File: config.mk
export PLATFORM = sky130hd
export DESIGN_NAME = uart_mmio_ctrl
export DESIGN_NICKNAME = d
export VERILOG_FILES = /design/src/rtl/uart_pkg.sv /design/src/rtl/sync_fifo.sv /design/src/rtl/uart_mmio_ctrl.sv
export SDC_FILE = /design/constraint.sdc
export NUM_CORES = 1
export LEC_CHECK = 0
export BUFFER_PORTS_ARGS = -buffer_cell sky130_fd_sc_hd__buf_4
export CORE_MARGIN = 1.5
export CORE_UTILIZATION = 50
export CTS_BUF_LIST = sky130_fd_sc_hd__clkbuf_8
export DETAILED_ROUTE_END_ITERATION = 12
export PLACE_DENSITY = 0.74
export SETUP_SLACK_MARGIN = 0.05
export SKIP_LAST_GASP = 1
export SLEW_MARGIN = 20
export SYNTH_ARGS = -nofsm -noshare
export SYNTH_HDL_FRONTEND = slang
export SYNTH_SLANG_ARGS = --single-unit
File: constraint.sdc
create_clock -name clock -period 4.79 [get_ports clock]
set_input_delay 0.958 -clock clock [delete_from_list [all_inputs] [get_ports clock]]
set_output_delay 0.958 -clock clock [all_outputs]
set_load 0.005 [all_outputs]
File: src/rtl/uart_pkg.sv
// Shared definitions for the memory-mapped UART controller: register
// addresses, STATUS bit positions and the transmit sequencer states.
package uart_pkg;

   // UART register window at the top of the data address space
   localparam logic [7:0] A_TXDATA = 8'hFD;
   localparam logic [7:0] A_RXDATA = 8'hFE;
   localparam logic [7:0] A_STATUS = 8'hFF;

   // STATUS = {2'b0, tx_drop, busy_flag, rx_ovr, rx_valid, tx_empty, tx_full}
   localparam int ST_FULL  = 0;
   localparam int ST_EMPTY = 1;
   localparam int ST_VALID = 2;
   localparam int ST_OVR   = 3;
   localparam int ST_BUSY  = 4;
   localparam int ST_DROP  = 5;

   // Cycles to wait for busy_flag after a begin pulse before giving up
   localparam int BUSY_TIMEOUT = 4;

   typedef enum logic [1:0] {
      TX_IDLE      = 2'd0,
      TX_LOAD      = 2'd1,
      TX_WAIT_BUSY = 2'd2,
      TX_WAIT_DONE = 2'd3
   } tx_state_e;

endpackage

File: src/rtl/sync_fifo.sv
// Small synchronous FIFO with first-word-fall-through head output.
// A push while full is accepted only when a pop happens in the same cycle.
module sync_fifo #(
   parameter int WIDTH = 8,
   parameter int DEPTH = 4
) (
   input  logic             clock,
   input  logic             reset_n,
   input  logic             push,
   input  logic             pop,
   input  logic [WIDTH-1:0] din,
   output logic             full,
   output logic             empty,
   output logic [WIDTH-1:0] head
);

   localparam int AW = $clog2(DEPTH);
   localparam logic [AW:0] FULL_CNT = (AW+1)'(DEPTH);

   logic [WIDTH-1:0] mem [DEPTH];
   logic [AW-1:0]    rd_ptr;
   logic [AW-1:0]    wr_ptr;
   logic [AW:0]      count;
   logic             do_push;
   logic             do_pop;

   assign full    = (count == FULL_CNT);
   assign empty   = (count == '0);
   assign head    = mem[rd_ptr];
   assign do_pop  = pop & ~empty;
   assign do_push = push & (~full | do_pop);

   // Pointers and occupancy; pointers wrap naturally since DEPTH is a power of 2
   always_ff @(posedge clock or negedge reset_n) begin
      if (!reset_n) begin
         rd_ptr <= '0;
         wr_ptr <= '0;
         count  <= '0;
      end else begin
         if (do_push) wr_ptr <= wr_ptr + 1'b1;
         if (do_pop)  rd_ptr <= rd_ptr + 1'b1;
         if (do_push && !do_pop)      count <= count + 1'b1;
         else if (do_pop && !do_push) count <= count - 1'b1;
      end
   end

   // Storage array; contents need no reset because occupancy gates reads
   always_ff @(posedge clock) begin
      if (do_push) mem[wr_ptr] <= din;
   end

endmodule

File: src/rtl/uart_mmio_ctrl.sv
// Memory-mapped UART controller: decodes the UART register window, buffers
// transmit bytes, sequences the UART begin/busy handshake and captures
// received bytes with valid/overrun status.
//
// Handshake to the UART core: begin_flag is a one-cycle request carrying
// tx_data (tx_data is already stable while begin_flag is high and is held
// until the next load). The core acknowledges by raising busy_flag and
// signals completion by dropping it; a new request is only issued while
// busy_flag is low, and never in consecutive cycles.
module uart_mmio_ctrl
   import uart_pkg::*;
#(
   parameter int TX_DEPTH = 4
) (
   input  logic       clock,
   input  logic       reset_n,
   input  logic [7:0] addr,
   input  logic [7:0] w_data,
   input  logic       mem_w_en,
   input  logic [7:0] dmem_r_data,
   output logic       dmem_w_en,
   output logic [7:0] cpu_r_data,
   output logic       tx_en,
   output logic       rx_en,
   output logic       begin_flag,
   output logic [7:0] tx_data,
   input  logic       busy_flag,
   input  logic       receive_flag,
   input  logic [7:0] rx_data,
   output tx_state_e  dbg_state
);

   tx_state_e  state;
   tx_state_e  state_n;
   logic       uart_hit;
   logic       wr_tx;
   logic       wr_status;
   logic       tx_full;
   logic       tx_empty;
   logic [7:0] tx_head;
   logic       fifo_pop;
   logic       load_data;
   logic [1:0] to_cnt;
   logic       tx_drop;
   logic       rx_valid;
   logic       rx_ovr;
   logic [7:0] rx_hold;
   logic       rx_flag_q;
   logic       rx_rise;
   logic       en_q;
   logic       clr_drop;
   logic       clr_ovr;
   logic       clr_valid;
   logic [7:0] status;

   assign uart_hit  = (addr == A_TXDATA) | (addr == A_RXDATA) | (addr == A_STATUS);
   assign wr_tx     = mem_w_en & (addr == A_TXDATA);
   assign wr_status = mem_w_en & (addr == A_STATUS);
   assign dmem_w_en = mem_w_en & ~uart_hit;
   assign clr_drop  = wr_status & w_data[ST_DROP];
   assign clr_ovr   = wr_status & w_data[ST_OVR];
   assign clr_valid = wr_status & w_data[ST_VALID];
   assign rx_rise   = receive_flag & ~rx_flag_q;
   assign tx_en     = en_q;
   assign rx_en     = en_q;
   assign dbg_state = state;

   sync_fifo #(.WIDTH(8), .DEPTH(TX_DEPTH)) u_tx_fifo (
      .clock   (clock),
      .reset_n (reset_n),
      .push    (wr_tx),
      .pop     (fifo_pop),
      .din     (w_data),
      .full    (tx_full),
      .empty   (tx_empty),
      .head    (tx_head)
   );

   // Status byte assembly and same-cycle CPU read mux
   always_comb begin
      status           = 8'h00;
      status[ST_FULL]  = tx_full;
      status[ST_EMPTY] = tx_empty;
      status[ST_VALID] = rx_valid;
      status[ST_OVR]   = rx_ovr;
      status[ST_BUSY]  = busy_flag;
      status[ST_DROP]  = tx_drop;
      cpu_r_data       = dmem_r_data;
      if (uart_hit) begin
         case (addr)
            A_RXDATA: cpu_r_data = rx_hold;
            A_STATUS: cpu_r_data = status;
            default:  cpu_r_data = 8'h00;
         endcase
      end
   end

   // UART enables: low while in reset, high from the first clock after
   always_ff @(posedge clock or negedge reset_n) begin
      if (!reset_n) en_q <= 1'b0;
      else          en_q <= 1'b1;
   end

   // Sticky drop flag: a store to a full FIFO with no pop this cycle is lost
   always_ff @(posedge clock or negedge reset_n) begin
      if (!reset_n) tx_drop <= 1'b0;
      else          tx_drop <= (tx_drop & ~clr_drop) | (wr_tx & tx_full & ~fifo_pop);
   end

   // Receive capture; a new byte beats a same-cycle clear of rx_valid
   always_ff @(posedge clock or negedge reset_n) begin
      if (!reset_n) begin
         rx_flag_q <= 1'b0;
         rx_hold   <= 8'h00;
         rx_valid  <= 1'b0;
         rx_ovr    <= 1'b0;
      end else begin
         rx_flag_q <= receive_flag;
         if (rx_rise) rx_hold <= rx_data;
         rx_valid <= rx_rise | (rx_valid & ~clr_valid);
         rx_ovr   <= (rx_ovr & ~clr_ovr) | (rx_rise & rx_valid & ~clr_valid);
      end
   end

   // Transmit sequencer state, busy timeout counter and tx_data holding register
   always_ff @(posedge clock or negedge reset_n) begin
      if (!reset_n) begin
         state   <= TX_IDLE;
         to_cnt  <= 2'd0;
         tx_data <= 8'h00;
      end else begin
         state <= state_n;
         if (state == TX_WAIT_BUSY) to_cnt <= to_cnt + 2'd1;
         else                       to_cnt <= 2'd0;
         if (load_data) tx_data <= tx_head;
      end
   end

   // Transmit sequencer next state; tx_data is loaded on entry to LOAD so it
   // is valid during the begin pulse, and the FIFO is popped in LOAD
   always_comb begin
      state_n    = state;
      fifo_pop   = 1'b0;
      begin_flag = 1'b0;
      load_data  = 1'b0;
      case (state)
         TX_IDLE: begin
            if (!tx_empty && !busy_flag) begin
               state_n   = TX_LOAD;
               load_data = 1'b1;
            end
         end
         TX_LOAD: begin
            begin_flag = 1'b1;
            fifo_pop   = 1'b1;
            state_n    = TX_WAIT_BUSY;
         end
         TX_WAIT_BUSY: begin
            if (busy_flag)                              state_n = TX_WAIT_DONE;
            else if (to_cnt == 2'(BUSY_TIMEOUT - 1))    state_n = TX_IDLE;
         end
         TX_WAIT_DONE: begin
            if (!busy_flag) state_n = TX_IDLE;
         end
         default: state_n = TX_IDLE;
      endcase
   end

endmodule

Yosys cells after proc, flatten, opt, wreduce, memory -nomap -nowiden
Memories as Yosys holds them, arrays and structs flattened. A register that Yosys moved wholly into a read port is not among the register bits.
Index checks and enable logic that the tools add are counted.
Storage, ports and cells
  flip-flop bits (word level): 24
  RAM bits: 32
  memories kept: 1
  logic and storage cells: 85
Cells by class
  equality and inequality tests: 11
  bitwise gates (word level): 30
  reductions and logical operators: 12
  add/sub/neg operators: 5
  multiplexer cells: 15
Memories
  u_tx_fifo.mem: depth 4, width 8, read ports 1, clocked after memory_dff 1, wr ports 1, line sync_fifo.sv:20  | logic [WIDTH-1:0] mem [DEPTH];
Operator list (number)
  equality test 8 bit, second input constant: 3
  bitwise AND 1 bit: 16
  case mux 8 bit (2 select lines): 1
  two-way mux 2 bit: 5
  two-way mux 8 bit: 1
  inverter 1 bit: 8
  case mux 2 bit (4 select lines): 1
  adder 2 x 1 -> 2 bit, second input constant: 3
  equality test 2 bit, second input constant: 3
  two-way mux 3 bit: 2
  bitwise OR 1 bit: 6
  logical NOT 1 bit: 5
  two-way mux 1 bit: 5
  inequality test 2 bit, second input constant: 2
  adder 3 x 1 -> 3 bit, second input constant: 1
  equality test 3 bit, second input constant: 1
  logical AND 1 bit: 3
  logical NOT 3 bit: 1
  inequality test 3 x 2 -> 1 bit, second input constant: 1
  AND reduction 3 bit: 1
  subtractor 3 x 1 -> 3 bit, second input constant: 1
  equality test 2 x 1 -> 1 bit, second input constant: 1
  logical NOT 2 bit: 1
  nonzero test 2 bit: 1

Logic depth before layout (Yosys ltp)
  word-level depth: 9
  gate-level depth with buffers: 9
  gate-level depth less buffers: 9

By module
Synthesis repeated with hierarchy kept, for this count alone.
Unflattened totals
  cells, all modules: 193
  area total of the unflattened synthesis: 2790.2 µm²
Modules (own cells, without submodules)
  sync_fifo: seq. area each 1136.1 µm², times used 1, area an instance 1591.5 µm², cells each 77
  uart_mmio_ctrl: seq. area each 625.6 µm², times used 1, area an instance 1198.6 µm², cells each 116

Least setup slack after synthesis
Ideal clock, no wire load.
  kind: in2out
  start point: in addr[6]
  end point: out dmem_w_en
  stages on the path: 5
  arrival: 1984 ps
  path slack: 1848 ps
  path buffers: 2
  data required time: 3832 ps
  path through: nand4_1 buf_2 or3_1 buf_2 and2_2
On the way
  word-level cells in the longest chain between the ends: 5
  elaborated cells between the ends (all ways): 7
  classes of those cells: eq/ne (3); bitwise (4)
Ends and longest elaborated chain
  from (decl): line uart_mmio_ctrl.sv:17  | input logic [7:0] addr,
  equality test 8 bit: line uart_mmio_ctrl.sv:56  | assign uart_hit = (addr == A_TXDATA) | (addr == A_RXDATA) | (addr == A_STATUS);
  bitwise OR 1 bit: line uart_mmio_ctrl.sv:56
  bitwise OR 1 bit *: line uart_mmio_ctrl.sv:56
  inverter 1 bit *: line uart_mmio_ctrl.sv:59  | assign dmem_w_en = mem_w_en & ~uart_hit;
  bitwise AND 1 bit *: line uart_mmio_ctrl.sv:59
  to (decl): line uart_mmio_ctrl.sv:21  | output logic dmem_w_en,
Every way passes the cells marked *; elsewhere a longest branch is shown, timed or not.

Worst setup path in the final report
  start point: in addr[7]
  end point: out dmem_w_en
Same word-level chain as after synthesis.

==> reports/metrics.cfg <==
[status]
outcome=complete, no violations

[routing]
firstDrtPassIters=4
routed_via_density=5.242
routed_wl_um=5294
ant_nets=0
post_drt_wl_per_cell_um=15.99
dr.first_iter.drc_count=109
met2_length_um=2664
met1_length_um=2364
dr_total_vias=1735
dr_wl_met3_um=210
drcViolationCount=0
routed.top_layer=met4

[final_layout]
n_antenna_cell=0
nFillCells=409
drive_above_1_share=0.3784
area_growth_pct=24.03
fin_area_um2=3513
nets=298
seq_area_um2=1762
multi_input_area_um2=998.5
post-route-util=0.6420

[die]
die_h_um=78.27
dieArea_um2=6126
initial_core_util=0.5176
io_pins=59
core-area_um2=5473
rows=27
die_width_um=78.27

[sta]
hold_slack_ns=0.4493
tightest_slew_ns=0.5797
min_period_ns=3.415
slew_headroom=0.6127
rsz0062_at_grt=false
period_share=0.7130
setup_violations=0
hold_violations=0
finClkSkew_ns=0.004292
final_max_slew_viol_count=0
tns_ns=0
setup_ws_ns=1.375
clock.fmax_ghz=0.2928

[setup_path]
rr_worst_depth=8
worstReg2RegEnd=u_tx_fifo.count[2]$_DFFE_PN0P_
crit_slowest_cell=or3_1
cp_data_required_time_ns=3.83
path_cells=buf_4 > nand4_1 > or3_1 > and2_2 > buf_4
cpPeakStageDelay_ns=0.65
path_common_cell=buf_4
cp-start-kind=input port
r2r-start=dbg_state[1]$_DFFE_PN0P_
crit_type=input port to output pin
cp.arrival_ns=2.46
regToRegSetupSlack_ns=2.36
end_kind=output pin
crit_fanout=11

[power_and_ir_drop]
p_sw_mw=0.4394
pwr-share-clk=0.293
combinationalPowerShare=0.246
p_seq_frac=0.461
power_density_nw_per_um2=472.4
p_sw_frac=0.2648
peakVddDrop_mv=0.2704
p_leak_nw=1.498
internal-power_mw=1.220

[synth]
synthCells=195
post-synth-top-area-fraction=0.3392
synth_nets=239
synth_area_per_cell_um2=14.53
yosysUniqueCellTypes=39
synth_flop_cell=edfxtp_1
async_reset_ff_frac=0.5000
synth_top_area_cell=edfxtp_1
synth_edf_count=32
yosys-top-cells-area=edfxtp_1, dfrtp_1, mux4_2, mux2_4, nand2_1
yosys_warnings=0
synth_common_cells=nand2_1, dfrtp_1, edfxtp_1
yosysMostFrequentCell=nand2_1
ys_seq_area_frac=0.6219
synth-seq-cells=64
syn_area_um2=2833

[run]
maxCapViolCount=0

[clocking]
cts-root-buf=clkbuf_8
hold_buffers=0
post_cts_resized=0
cts_tree=done
cts_setup_buffers=0
insertion_delay_ns=0.33
htreeDepth=3
cts.path.max_buffers=2
cts_buffers=9
clkTransAtPathRegs_ns=0.07
clock_sinks=64

[hold_path]
holdPathEnd=to_cnt[0]$_DFF_PN0_
whs_path_depth=1
hp-class=flip-flop to flip-flop
hp-start=to_cnt[0]$_DFF_PN0_

[grt]
grt_pass1_wl_um=8473
grt_overflow=0
antenna_found_initial=0
grt_usage=0.1867
grt_max_degree=33
grt_pass1_vias=1734

[placed_design]
place_area_um2=3304
place.gp.congestion=0.7731
dp_slack_ns=1.396
numPortBuffers=58
dp_hpwl_um=3787

-- per-stage QoR --
stage / total power [mW] / std cells
after CTS: 1.682 / 331
final: 1.660 / 331
after floorplan: 1.030 / 195
after global placement: 1.175 / 315
after detailed placement: 1.192 / 315
after global routing: 1.752 / 331
-- cell usage in the layout, fill, tap and decap left out, types with 5 or more instances in the layout --
cell type and n:
buf_4 58, nand2_1 34, dfrtp_1 32, edfxtp_1 32, mux2_4 9, clkbuf_8 9, mux4_2 8, mux2i_1 6
o2bb2ai_1 6, ha_1 6, inv_1 5, and2_2 5
-- worst max-delay path by stage --
stage | start | to | slack [ns] | cells past startpoint
2_1_floorplan | addr[6] | dmem_w_en | 1.85 | 5
3_3_place_gp | addr[6] | dmem_w_en | 1.42 | 5
3_5_place_dp | addr[7] | dmem_w_en | 1.40 | 5
4_1_cts | addr[7] | dmem_w_en | 1.38 | 5
5_1_grt | addr[7] | dmem_w_en | 1.33 | 5
6_report | addr[7] | dmem_w_en | 1.37 | 5
-- kinds of logic (layout without fill, tap and decap cells) --
| logic type | after synthesis | in the layout | synth area share |
|---|---|---|---|
| other cells | 1 | 1 | 0.001324 |
| xor+xnor | 6 | 6 | 0.01855 |
| simple gates | 61 | 61 | 0.1100 |
| flops | 64 | 64 | 0.6219 |
| buf+inv | 15 | 79 | 0.02562 |
| mux | 24 | 24 | 0.1365 |
| fa+ha+maj | 7 | 7 | 0.03357 |
| compound gates | 17 | 17 | 0.05256 |
-- layer usage --
metal	track usage	vias up
met5	0	-
met4	0.08571	0
met3	0.04419	4
met2	0.3035	49
met1	0.2384	856
li1	-	826
-- flip-flops by register name, summed over array words and instances, names as in the netlist, 2 cells and up --
name,flops
dbg_state,2
u_tx_fifo.mem,32
u_tx_fifo.rd_ptr,2
rx_hold,8
to_cnt,2
u_tx_fifo.wr_ptr,2
tx_data,8
u_tx_fifo.count,3
-- layout make-up --
cell class | instances | area share
clock inverters | 7 | 0.02422
repair buffers | 58 | 0.1239
well taps | 72 | 0.02564
inverters | 5 | 0.005342
flip-flops and latches | 64 | 0.5014
clock buffers | 9 | 0.03526
multi-input cells | 116 | 0.2842
-- power groups by stage --
stage | Sequential [mW] | Clock [mW] | Combinational, mW
4_1_cts | 0.768 | 0.499 | 0.415
5_1_grt | 0.780 | 0.523 | 0.448
3_3_place_gp | 0.774 | 0 | 0.401
6_report | 0.765 | 0.486 | 0.408
3_5_place_dp | 0.777 | 0 | 0.415
2_1_floorplan | 0.730 | 0 | 0.300
-- worst max-delay path: cells and delay by family --
family / cells / cell delay, ns
buffers and inverters: 2 / 0.21
AND/OR/NAND/NOR: 3 / 1.29
No activity file was read; power rests on OpenSTA's default activity.
